$ cat config.mk
export PLATFORM = sky130hd
export DESIGN_NAME = pix_shifter
export DESIGN_NICKNAME = d
export VERILOG_FILES = /design/src/rtl/pix_shifter.sv
export SDC_FILE = /design/constraint.sdc
export NUM_CORES = 1
export LEC_CHECK = 0
export ABC_CLOCK_PERIOD_IN_PS = 2100
export CORE_ASPECT_RATIO = 1.4
export CORE_MARGIN = 10
export CORE_UTILIZATION = 50
export DETAILED_ROUTE_END_ITERATION = 6
export GPL_TIMING_DRIVEN = 0
export PLACE_DENSITY = 0.83
export SLEW_MARGIN = 20
export SYNTH_ARGS = -nofsm -noshare
export SYNTH_HDL_FRONTEND = slang
export SYNTH_SLANG_ARGS = --single-unit
$ cat constraint.sdc
create_clock -name clk -period 2.1 [get_ports clk]
set_input_delay 0.42 -clock clk [delete_from_list [all_inputs] [get_ports clk]]
set_output_delay 0.42 -clock clk [all_outputs]
set_load 0.005 [all_outputs]
$ cat src/rtl/pix_shifter.sv
// Two-plane 8-bit pixel serialiser with parallel load, clock inhibit and phase tracking.
// Optional horizontal mirroring is compiled in when PIX_SHIFTER_FLIP_EN is defined.
module pix_shifter (
    input  logic       clk,
    input  logic       n_clr,
    input  logic       clk_inh,
    input  logic       n_load,
    input  logic [7:0] din0,
    input  logic [7:0] din1,
    input  logic       ser0,
    input  logic       ser1,
    input  logic       flip,
    output logic [1:0] pix,
    output logic [2:0] phase,
    output logic       ld_req
);

    logic [7:0] sr0_q, sr0_d;
    logic [7:0] sr1_q, sr1_d;
    logic [2:0] phase_q, phase_d;
    logic       mirror;

`ifdef PIX_SHIFTER_FLIP_EN
    assign mirror = flip;
`else
    logic unused_flip;
    assign unused_flip = flip;
    assign mirror      = 1'b0;
`endif

    // Inhibit beats load, load beats shift; reset is applied in the register process.
    always_comb begin
        sr0_d   = sr0_q;
        sr1_d   = sr1_q;
        phase_d = phase_q;
        if (!clk_inh) begin
            if (!n_load) begin
                sr0_d   = din0;
                sr1_d   = din1;
                phase_d = 3'd0;
            end else begin
                if (mirror) begin
                    sr0_d = {ser0, sr0_q[7:1]};
                    sr1_d = {ser1, sr1_q[7:1]};
                end else begin
                    sr0_d = {sr0_q[6:0], ser0};
                    sr1_d = {sr1_q[6:0], ser1};
                end
                phase_d = phase_q + 3'd1;
            end
        end
    end

    always_ff @(posedge clk) begin
        if (!n_clr) begin
            sr0_q   <= 8'h00;
            sr1_q   <= 8'h00;
            phase_q <= 3'd0;
        end else begin
            sr0_q   <= sr0_d;
            sr1_q   <= sr1_d;
            phase_q <= phase_d;
        end
    end

    // Outputs come from registered state only; mirroring picks the opposite end bit.
    always_comb begin
        if (mirror) begin
            pix = {sr1_q[0], sr0_q[0]};
        end else begin
            pix = {sr1_q[7], sr0_q[7]};
        end
    end

    assign phase  = phase_q;
    assign ld_req = (phase_q == 3'd7);

endmodule

**Word level (Yosys, flattened, before mapping)**

Cells that the tools add are included.

- Register bits after elaboration: 19
- Latch bits: 0
- RAM bits: 0
- ROM bits: 0
- Input port bits: 23
- Logic and storage cells: 8
- Memories: 0

- Add/sub/neg operators: 1
- $mul: 0
- Div/mod/pow operators: 0
- Magnitude comparators: 0
- Equal/unequal tests: 1
- Shift-type cells: 0
- Muxes and demuxes: 3
- Bitwise operators: 0
- Reduce and logical (&&, ||, !) cells: 0

Operators by type and width:

| operator | number |
|---|---|
| $mux 8 | 2 |
| $add 3x1->3 const B | 1 |
| $eq 3x3->1 const B | 1 |
| $mux 3 | 1 |

**Longest topological paths before layout**

Gate-level depths: netlist of the first run.

- Depth in word-level cells: 2
- Depth in mapped cells: 4

**Worst setup path after synthesis of the first run**

OpenSTA, ideal clock, no wires.

- Kind: input to register
- Start: input port n_load
- End: register sr0_q[2]
- Arrival time: 1.152 ns
- Slack: 0.831 ns
- Cell stages on the path: 4
- Buffers on the path: 2
- Cell sequence: buf_6 buf_12 mux2_4 o211a_1

- Longest elaborated chain between the ends: 1

RTL lines:

| item | line | source |
|---|---|---|
| start, declared | 7 | `input logic n_load,` |
| $mux 8 | 37 | `if (!n_load) begin` |
| end signal, assigned | 60 | `sr0_q <= sr0_d;` |
| end, declared | 18 | `logic [7:0] sr0_q, sr0_d;` |

Every way passes these cells.
A chain may end at the register's enable or synchronous reset.

**Final worst setup path of the first run**

- Start: register phase_q[0], in the netlist phase[0]
- End: output port ld_req

- Longest elaborated chain between the ends: 1

RTL lines:

| item | line | source |
|---|---|---|
| start, declared | 20 | `logic [2:0] phase_q, phase_d;` |
| start signal, assigned | 62 | `phase_q <= phase_d;` |
| $eq 3x3->1 | 76 | `assign ld_req = (phase_q == 3'd7);` |
| end, declared | 15 | `output logic ld_req` |

Every way passes these cells.

==> out/metrics.yaml, run 1 <==
setup_path:
  cp-start-kind: "register"
  crit_type: "register to output pin"
  cp.required_ps: 1680
  critPathSlowestCell: "clkdlybuf4s50_1"
  cp_common_cell: "ha_1"
  crit_arrival_ps: 1450
  path_cells: "ha_1 -> ha_1 -> clkdlybuf4s50_1"
  critPathMaxStageDelay_ps: 500
  worst-r2r-cell-count: 4
  reg2reg_slack_ps: 1000
  cp-end-kind: "output pin"
  critPathMaxFanout: 4
  rr_endpoint: "phase[2]"
  r2r_start: "phase[0]"
floorplan:
  std_cell_rows: 19
  io-pin-count: 29
  core_um2: 1950
  die_area_um2: 4250
  dieHeight_um: 73.2
  die-width_um: 58.0
  start_util_pct: 51.9
placed_design:
  gp_congestion: 0.705
  port_buffers: 24
  dp_slack_ps: 525
  hpwlAfterDp_um: 1570
cells_and_area:
  nFillCells: 162
  final_nets: 142
  area_growth_pct: 29.1
  drive_above_1_share_pct: 23.3
  final_core_util_pct: 66.9
  antenna_cells: 0
global_routing:
  antenna_found_initial: 0
  grt_pass1_vias: 815
  grt_start_max_net_pins: 12
  grt-ovfl-total: 0
  grtUsageTotal_pct: 10.1
  grt_pass1_wl_um: 3570
power_and_ir_drop:
  vdd.ir_drop.worst_v: 0.000480
  p_leak_nw: 0.667
  totalPowerFinal_uw: 732
  powerDensity_nw_per_um2: 561
sta:
  hold_violations: 0
  worst_pin_slew_ps: 451
  slew_headroom_pct: 69.9
  finalMaxSlewViolations: 0
  setup_viol: 0
  rsz0062_at_grt: "false"
  finClkSkew_ps: 5.69
  period_needed_ps: 1870
  max_freq_mhz: 533
  tns_ps: 0
  fin_crit_sh_pct: 89.3
  fin_ws_ps: 225
status:
  status: "completed"
synth:
  synth_warnings: 0
  yosys-top-cells-count: "19 x dfxtp_1, 16 x nand2b_1, 16 x o211a_1"
  netlist_instances: 88
  yosys.area.top_type: "dfxtp_1"
  synth_fp_nets: 113
  synthArstFlopShare_pct: 0
  syn_avg_cell_area_um2: 11.5
  ys_seq_elements: 19
  synth_cell_types: 16
  synth_top_area_share_pct: 37.6
  yosysMostFrequentCell: "dfxtp_1"
  seq_area_frac_synth_pct: 37.6
  yosys-top-cells-area: "dfxtp_1 38%, o211a_1 16%, mux2_4 12%"
  syn_area_um2: 1010
  synth-edff-count: 0
  ys.flop_type: "dfxtp_1"
clock_tree:
  cts-root-buf: "clkbuf_4"
  cts_hold_buffers: 0
  htreeDepth: 1
  clk_pin_slew_ps: 110
  clock_sinks: 19
  cts_tree: "built"
  post_cts_resized: 0
  cts_setup_buffers: 0
  worstSkewPairLatency_ps: 290
  cts_buffer_depth: 2
  cts-buffers-inserted: 3
route:
  remaining_drc_errors: 0
  wl_per_cell_um: 14.9
  firstDrtPassIters: 4
  vias_per_cell: 5.35
  vias: 733
  dr.first_iter.drc_count: 13
  final_antenna_net_count: 0
  drt-total-wl_um: 2050
worst_hold_path:
  whs_path_depth: 2
  min_to: "sr1_q[4]"
  hold_start: "n_clr"
  hold_class: "input port to register"
run:
  cap_viol_max_count: 0
[cell type report]
cell class / count / area [µm²] / share of cell area (%)
buffer: 10 / 77.6 / 5.94
clock buffer: 3 / 22.5 / 1.73
clock inverter: 1 / 5.00 / 0.384
multi-input combinational: 59 / 553 / 42.4
sequential: 19 / 380 / 29.1
tap: 21 / 26.3 / 2.01
timing repair buffer: 24 / 240 / 18.4
[power breakdown]
group	total, mW	internal, mW	leakage (nW)	switching (mW)
registers	0.394	0.384	0.157	0.00998
clock network	0.178	0.0707	0.0177	0.107
logic	0.160	0.108	0.493	0.0518
[cells by family (layout without fill, tap and decap cells)]
logic type                 after synthesis  after routing  share of synthesized area (%)
AOI/OAI and AO/OA                       19             19                           18.1
adders and majority gates                2              2                           2.47
buffers and inverters                   10             38                           7.67
DFF                                     19             19                           37.6
muxes                                   16             16                           20.8
and+or+nand+nor                         22             22                           13.4
[worst max-delay path by stage]
| stage | start | to | slack [ps] | depth (start not counted) |
|---|---|---|---|---|
| 6_report | phase[0] | ld_req | 230 | 3 |
| 3_5_place_dp | phase[0] | ld_req | 520 | 3 |
| 4_1_cts | phase[0] | ld_req | 200 | 3 |
| 3_3_place_gp | phase[0] | ld_req | 530 | 3 |
| 5_1_grt | phase[0] | ld_req | 130 | 3 |
| 2_1_floorplan | n_load | sr0_q[2] | 830 | 4 |
[stage by stage]
stage | area [µm²] | std cells | hold WS [ps]
6_report | 1310 | 137 | 467
5_1_grt | 1310 | 137 | 456
4_1_cts | 1310 | 137 | 457
3_5_place_dp | 1280 | 133 | 492
3_3_place_gp | 1280 | 133 | 478
2_1_floorplan | 1010 | 88 | 481
[sequential cells by signal (all words and copies together), names as in the netlist]
signal / count
sr0_q: 8
sr1_q: 8
phase: 3
[cells in the final DEF, fill, tap and decap left out]
cell type        count
a21boi_0             3
buf_1                1
buf_12               1
buf_4                4
buf_6                1
clkbuf_1             2
clkbuf_2             1
clkbuf_4             3
clkdlybuf4s50_1     24
clkinv_2             1
dfxtp_1             19
ha_1                 2
mux2_2               8
mux2_4               8
nand2_1              3
nand2b_1            16
nand3b_1             2
o211a_1             16
or3b_1               1
[routing by layer]
layer / wire length, µm / global-route usage [%] / up-vias
li1: - / - / 370
met1: 880 / 10.8 / 344
met2: 1010 / 18.1 / 19
met3: 160 / 3.48 / 0
met4: 0 / 2.36 / 0
met5: 0 / 0 / -
[critical path: cells and delay by family (launching register included)]
kind                     cells  cell delay, ps
adder cells (fa/ha/maj)      2             290
flip-flops                   1             380
buffers and inverters        1             500
No activity file was read; power rests on OpenSTA's default activity.
==> run 2: changes to the inputs <==
--- a/config.mk
+++ b/config.mk
@@ -12,7 +12,7 @@
 export DETAILED_ROUTE_END_ITERATION = 6
 export GPL_TIMING_DRIVEN = 0
 export PLACE_DENSITY = 0.83
-export SLEW_MARGIN = 20
+export SLEW_MARGIN = 40
 export SYNTH_ARGS = -nofsm -noshare
 export SYNTH_HDL_FRONTEND = slang
 export SYNTH_SLANG_ARGS = --single-unit
==> results of run 2 <==
No change in the layout: final DEF, timing and power equal those of run 1.
==> run 3: changes to the inputs <==
--- a/config.mk
+++ b/config.mk
@@ -12,6 +12,7 @@
 export DETAILED_ROUTE_END_ITERATION = 6
 export GPL_TIMING_DRIVEN = 0
 export PLACE_DENSITY = 0.83
+export SKIP_CTS_REPAIR_TIMING = 1
 export SLEW_MARGIN = 40
 export SYNTH_ARGS = -nofsm -noshare
 export SYNTH_HDL_FRONTEND = slang
==> results of run 3 <==
No change in the layout: final DEF, timing and power equal those of run 1.
